**config.mk**
```make
export PLATFORM = sky130hd
export DESIGN_NAME = i2c_frame_tx
export DESIGN_NICKNAME = d
export VERILOG_FILES = /design/src/rtl/i2c_frame_tx.sv
export SDC_FILE = /design/constraint.sdc
export NUM_CORES = 1
export LEC_CHECK = 0
export ABC_CLOCK_PERIOD_IN_PS = 2000
export CAP_MARGIN = 20
export CORE_MARGIN = 4
export CORE_UTILIZATION = 55
export DETAILED_ROUTE_END_ITERATION = 6
export PLACE_DENSITY = 0.88
export SYNTH_ARGS = -nofsm -noshare
export SYNTH_HDL_FRONTEND = slang
export SYNTH_SLANG_ARGS = --single-unit
```
**constraint.sdc**
```tcl
create_clock -name CLK -period 2 [get_ports CLK]
set_input_delay 0.4 -clock CLK [delete_from_list [all_inputs] [get_ports CLK]]
set_output_delay 0.4 -clock CLK [all_outputs]
set_load 0.05 [all_outputs]
```
**src/rtl/i2c_frame_tx.sv**
```systemverilog
// Serialises one payload byte into an 11-bit frame: start, 8 data bits MSB first, pad/parity, stop.
// Defining I2C_TX_PARITY_EN makes frame[1] the even parity of the byte; otherwise frame[1] is a constant 1.
module i2c_frame_tx #(
    parameter int HALF_DIV = 4
) (
    input  logic       CLK,
    input  logic       RST,
    input  logic [7:0] TX_DATA,
    input  logic       TX_VALID,
    output logic       TX_READY,
    output logic       SDA_OUT,
    output logic       SCL_OUT,
    output logic       BUSY,
    output logic       DONE
);

    typedef enum logic [1:0] {
        IDLE   = 2'd0,
        SHIFT  = 2'd1,
        FINISH = 2'd2
    } state_t;

`ifdef I2C_TX_PARITY_EN
    localparam logic PARITY_EN = 1'b1;
`else
    localparam logic PARITY_EN = 1'b0;
`endif

    localparam logic [7:0] DIV_LAST = 8'(HALF_DIV - 1);
    localparam logic [3:0] BIT_LAST = 4'd10;

    function automatic logic [10:0] build_frame(input logic [7:0] data);
        logic pad_bit;
        pad_bit = PARITY_EN ? (^data) : 1'b1;
        return {1'b0, data, pad_bit, 1'b1};
    endfunction

    state_t      state_q;
    logic [10:0] shreg_q;
    logic [7:0]  div_q;
    logic [3:0]  bit_q;
    logic        high_q;
    logic        tx_ready_q;
    logic        sda_q;
    logic        scl_q;
    logic        busy_q;
    logic        done_q;
    logic        accept;
    logic [10:0] frame_d;

    assign accept   = TX_VALID & tx_ready_q;
    assign frame_d  = build_frame(TX_DATA);

    assign TX_READY = tx_ready_q;
    assign SDA_OUT  = sda_q;
    assign SCL_OUT  = scl_q;
    assign BUSY     = busy_q;
    assign DONE     = done_q;

    // Frame sequencer; shreg_q[10] is always the bit currently on SDA, so each
    // new bit comes from shreg_q[9] as the register rotates.
    always_ff @(posedge CLK) begin
        if (!RST) begin
            state_q    <= IDLE;
            shreg_q    <= 11'd0;
            div_q      <= 8'd0;
            bit_q      <= 4'd0;
            high_q     <= 1'b0;
            tx_ready_q <= 1'b1;
            sda_q      <= 1'b1;
            scl_q      <= 1'b1;
            busy_q     <= 1'b0;
            done_q     <= 1'b0;
        end else begin
            case (state_q)
                IDLE: begin
                    done_q <= 1'b0;
                    if (accept) begin
                        state_q    <= SHIFT;
                        shreg_q    <= frame_d;
                        div_q      <= 8'd0;
                        bit_q      <= 4'd0;
                        high_q     <= 1'b0;
                        tx_ready_q <= 1'b0;
                        busy_q     <= 1'b1;
                        sda_q      <= frame_d[10];
                        scl_q      <= 1'b0;
                    end else begin
                        tx_ready_q <= 1'b1;
                        busy_q     <= 1'b0;
                        sda_q      <= 1'b1;
                        scl_q      <= 1'b1;
                    end
                end
                SHIFT: begin
                    if (div_q != DIV_LAST) begin
                        div_q <= div_q + 8'd1;
                    end else begin
                        div_q <= 8'd0;
                        if (!high_q) begin
                            high_q <= 1'b1;
                            scl_q  <= 1'b1;
                        end else if (bit_q == BIT_LAST) begin
                            state_q <= FINISH;
                            high_q  <= 1'b0;
                            sda_q   <= 1'b1;
                            scl_q   <= 1'b1;
                            done_q  <= 1'b1;
                        end else begin
                            bit_q   <= bit_q + 4'd1;
                            high_q  <= 1'b0;
                            scl_q   <= 1'b0;
                            sda_q   <= shreg_q[9];
                            shreg_q <= {shreg_q[9:0], shreg_q[10]};
                        end
                    end
                end
                FINISH: begin
                    state_q    <= IDLE;
                    done_q     <= 1'b0;
                    busy_q     <= 1'b0;
                    tx_ready_q <= 1'b1;
                    sda_q      <= 1'b1;
                    scl_q      <= 1'b1;
                end
                default: begin
                    state_q    <= IDLE;
                    done_q     <= 1'b0;
                    busy_q     <= 1'b0;
                    tx_ready_q <= 1'b1;
                    sda_q      <= 1'b1;
                    scl_q      <= 1'b1;
                end
            endcase
        end
    end

endmodule

```
Yosys cells after proc, flatten, opt, wreduce, memory -nomap -nowiden

Cells that the tools add are included.

Register bits after elaboration: 31
Logic and storage cells: 65

$add $sub $neg: 2
Equality and inequality tests: 8
Multiplexer cells: 34
Bitwise operators: 2
Reduce and logical (&&, ||, !) cells: 9

Operators by type and width:

| cell                  | number |
|---|---|
| $mux W11              | 4 |
| $pmux W11 S2          | 1 |
| $mux W4               | 4 |
| $mux W8               | 2 |
| $pmux W8 S2           | 1 |
| $mux W1               | 11 |
| $ne A2 B2 Y1 const B  | 5 |
| $pmux W1 S2           | 5 |
| $add A8 B1 Y8 const B | 1 |
| $mux W2               | 4 |
| $ne A8 B2 Y1 const B  | 1 |
| $pmux W4 S2           | 1 |
| $reduce_and A2 Y1     | 3 |
| $reduce_and A3 Y1     | 2 |
| $reduce_and A5 Y1     | 1 |
| $add A4 B1 Y4 const B | 1 |
| $eq A4 B4 Y1 const B  | 1 |
| $pmux W2 S2           | 1 |
| $reduce_and A4 Y1     | 1 |
| $eq A2 B1 Y1 const B  | 1 |
| $logic_not A2 Y1      | 1 |
| $reduce_bool A2 Y1    | 1 |
| $and A1 B1 Y1         | 1 |
| $not A1 Y1            | 1 |

Depth between registers and ports, before layout

Depth in word-level cells: 5
Mapped depth: 7
Gate-level depth less buffers: 6

Worst setup path after synthesis

Ideal clock, no wire load.

Kind: reg-to-reg
Start: reg tx_ready_q, in the netlist TX_READY
End: reg high_q
Library setup time: 76 ps
Arrival: 1,862 ps
Setup slack: 63 ps
Stages on the path, launching flop included: 6
Buffers on the path: 1
Cell sequence: dfxtp_1 > a21oi_2 > or2_2 > clkbuf_2 > or4_1 > a21boi_0

Cells in the longest elaborated chain, start to end: 3

Ends and longest elaborated chain:

| element                            | line | source |
|---|---|---|
| from (decl)                        | 43   | `logic tx_ready_q;` |
| from (signal assigned)             | 69   | `tx_ready_q <= 1'b1;` |
| from (signal assigned)             | 84   | `tx_ready_q <= 1'b0;` |
| from (signal assigned)             | 89   | `tx_ready_q <= 1'b1;` |
| $and A1 B1 Y1                      | 51   | `assign accept = TX_VALID & tx_ready_q;` |
| $ne A2 B2 Y1 (no source line)      | n/a  |  |
| $reduce_and A3 Y1 (no source line) | n/a  |  |
| to (signal assigned)               | 68   | `high_q <= 1'b0;` |
| to (signal assigned)               | 83   | `high_q <= 1'b0;` |
| to (signal assigned)               | 101  | `high_q <= 1'b1;` |
| to (decl)                          | 42   | `logic high_q;` |

No other way between the ends.
A chain may end at the register's enable or synchronous reset.

Worst setup path in the final report

Start: reg done_q, in the netlist DONE
End: out DONE

RTL lines:

| element                | line | source |
|---|---|---|
| from (decl)            | 47   | `logic done_q;` |
| from (signal assigned) | 73   | `done_q <= 1'b0;` |
| from (signal assigned) | 77   | `done_q <= 1'b0;` |
| from (signal assigned) | 108  | `done_q <= 1'b1;` |
| to (decl)              | 14   | `output logic DONE` |

No word-level cell between the ends.

==> results.txt <==
The clock-pin slew on the worst setup and hold paths came out at 0.10 ns. The reg2reg setup slack is 0.15 ns. In this run the remaining antenna-violating nets after routing total 0.

The number of cells in the finished layout apart from fillers came out at 228. Measured along the y axis, the die boundary spans 60.2 um. The final period utilization is 94.7%.

The worst register-to-register path begins at div_q[0]. Setup repair after global routing left no endpoint under its margin. The final number of hold-violating endpoints was 0. The synthesized area divided by synthesized cell count came out at 8.42 sq um. The total DRC errors in the routed layout came out at 0.

The cell count after placement is 220. The headroom to the max-slew limit is 66.0%. The detailed router's first-iteration violation count came out at 56. The clock net in this run drives a total of 31 sinks. The unique cell type count in the Yosys netlist came out at 38. The most critical setup path has its endpoint at DONE. Summed over all layers, the routed wires come to 3.18 mm. The worst hold-check slack is 0.470 ns. The die footprint came out at 3620 sq um. The maximum buffer depth of the clock tree is 2. The worst supply voltage drop on vdd came out at 0.000573 V.

The leakage power is 0.000733 uW. The remaining global-route overflow came out at 0. The maximum frequency from static timing analysis is 528 MHz.

At the end of routability-driven placement, the weighted congestion stood at 0.768. The number of antenna diodes in the final layout is 0. The flow ran to the end, and the final reports show no timing, DRC or antenna violations.

The most critical setup path has its startpoint at DONE. For this design, the slowest cell found on the critical path is clkdlybuf4s50_1. The maximum number of pins on one net before global-route repair came out at 30. The floorplan step defined a core boundary enclosing 2540 sq um. The design draws 1330 uW. Of the cells placed in the final design, the portion with a size suffix greater than 1 is 11.1%. Across the whole layout, storage elements account for 621 sq um. The routed via count came out at 1,371.

The sequential fraction of the synthesis area is 41.4%. The initial core utilization came out at 58.9%. The gate count of the mapped netlist is 178. The critical path class is reg -> out. The worst register-to-register path ends at bit_q[2].

The placed standard-cell area is 1700 sq um. The count of cell instances traversed by the critical path is 1. For this design the ratio of total power to cell area is 749 nW/um^2.

The number of setup buffers added after CTS is 0. The register bit total from synthesis is 31. The number of top-level pins came out at 16. The max-capacitance violation count is 0. On the final layout, the worst clock skew is 0.00994 ns. The post-synth net total came out at 192. The detail-routed net length per standard cell came out at 13.9 um.

The tree is rooted in a clkbuf_4. The final count of negative-setup-slack endpoints is 0. In this run, post-CTS repair resized a total of 0 instances.

The quantity of hold-fixing buffers added after cts came out at 0. The initial antenna violation count came out at 0. Once detailed placement completed, the half-perimeter wirelength came to 2.25 mm.

In the final layout, the multi-input gates occupy 805 sq um. Yosys mapped a number of flops with a built-in enable equal to 0. The maximum fanout count along the critical path came out at 2.

Measured along the x axis, the die boundary spans 60.2 um. The wire length of the first global-routing pass is 5.45 mm. The kind of cell with the highest combined delay along the critical path is buffers and inverters. For the worst flop-to-flop path, the logic depth is 5.

The min-delay analysis places its worst path in the category reg -> reg. The kind of end point of the critical path is an output port. The required arrival time at the worst endpoint came out at 1.60 ns.

The via count of the first global-routing pass came out at 1,329. The worst path in the final design needs a cycle of 1.89 ns, including I/O delays and setup. The buffering stage count on the worst path with inverters included came out at 1. After detailed routing, the number of vias per cell comes to 6.01.

The maximum level of the CTS H-tree came out at 2. The floorplan has 18 rows. For this run, the slowest stage of the critical path takes 0.80 ns. The share of async-settable or async-resettable flops after synthesis came out at 0%. For this run, the post-layout net count is 211. The total count of max-transition violations in the final report is 0. The pin slew with the least headroom to its limit came out at 0.509 ns.

After routing the design area is 1770 sq um. The clock latency at the later pin of the worst-skew pair is 0.34 ns. In this run the cell area of the synthesized design comes to 1500 sq um.

The data arrival time of the critical path is 1.49 ns. The most frequently used flop master after synthesis is dfxtp_1. Global routing used 20.1% of the available tracks. The signal on the critical path passes through clkdlybuf4s50_1. TritonCTS built the clock tree. The area added between synthesis and finish came out at 18.4%. The number of warnings issued by yosys is 0. The critical path launch point type is a flop. The number of search-and-repair iterations in the first detailed-routing pass came out at 4. The number of clock buffers added by TritonCTS is 5. During placement, the flow inserted port buffers numbering 15.

The count of filler cells inserted in the layout came out at 214.
==> metrics by stage <==
step                      TNS, ns  utilization [%]  setup WS, ns
after floorplan                 0                -        0.0627
after global placement          0             66.9       0.00506
after detailed placement  -0.0370             66.9       -0.0370
after CTS                       0             69.6       0.00644
after global routing            0             69.7        0.0379
final                           0             69.7         0.106
==> state kept, by name, indices dropped and copies added, names as in the netlist <==
signal / cells
BUSY: 1
DONE: 1
SCL_OUT: 1
SDA_OUT: 1
TX_READY: 1
bit_q: 4
div_q: 8
high_q: 1
shreg_q: 11
state_q: 2
==> synthesized netlist by cell type (4+ instances only) <==
cell type	n	area share, %
a21oi_1	7	2.3
clkbuf_1	9	2.3
dfxtp_1	31	41
inv_1	4	1.0
nand2_1	27	6.8
nand3_1	9	3.0
nand4_1	10	4.2
nand4b_1	4	2.3
nor2_1	9	2.3
nor2b_1	6	2.5
nor3_1	5	1.7
o211a_1	8	5.3
o21ai_0	11	3.7
==> per-layer routing <==
layer  up-vias  global-route usage [%]  routed length (um)
met3         8                    5.83                 189
met1       635                    23.7                1400
met4         0                    10.8                  63
li1        684                       -                   -
met5         -                       0                   0
met2        44                    32.7                1530
==> kinds of logic after synthesis <==
logic type / Yosys count / synth area share (%)
muxes: 1 / 0.668
AOI/OAI and AO/OA: 44 / 20.6
adders and majority gates: 3 / 2.50
buffers and inverters: 17 / 4.92
and+or+nand+nor: 82 / 29.9
DFF: 31 / 41.4
==> area by class of cell <==
| type | count | area share, % |
|---|---|---|
| Multi-Input combinational cell | 130 | 45.3 |
| Sequential cell | 31 | 35.0 |
| Timing Repair Buffer | 25 | 12.8 |
| Clock buffer | 8 | 3.88 |
| Tap cell | 30 | 2.12 |
| Inverter | 4 | 0.846 |
==> worst min path at each step <==
stage / startpoint / to / slack (ns) / cells past startpoint
after floorplan: shreg_q[0] / shreg_q[0] / 0.44 / 2
after global placement: DONE / DONE / 0.43 / 2
after detailed placement: shreg_q[0] / shreg_q[0] / 0.46 / 2
after CTS: shreg_q[0] / shreg_q[0] / 0.48 / 2
after global routing: shreg_q[1] / shreg_q[1] / 0.50 / 2
final: shreg_q[1] / shreg_q[1] / 0.47 / 2
==> power by group <==
part | switching [uW] | leakage (uW) | internal (uW) | total [uW]
Sequential | 23.8 | 0.000254 | 653 | 677
Combinational | 125 | 0.000441 | 100 | 226
Clock | 220 | 0.0000386 | 207 | 426
Total | 369 | 0.000733 | 960 | 1330
==> cell usage in the layout, fill, tap and decap left out, drive strengths merged, types with 2 or more instances in the layout <==
cell type      synthesis  layout
a211o                  2       2
inv                    4       4
nand2                 27      27
o21ai                 11      11
nand4                 10      10
o22ai                  2       2
a31oi                  2       2
a21boi                 3       3
and3                   2       2
dfxtp                 31      31
a211oi                 3       3
nor2                   9       9
nand3                  9       9
nor4b                  2       2
buf                    3      10
o211a                  8       8
clkdlybuf4s50          0      14
a21oi                  8       8
nor2b                  6       6
o2111ai                2       2
nor3                   5       5
ha                     3       3
nand4b                 4       4
clkbuf                10       8
and3b                  2       2
(Power assumes the default switching activity.)
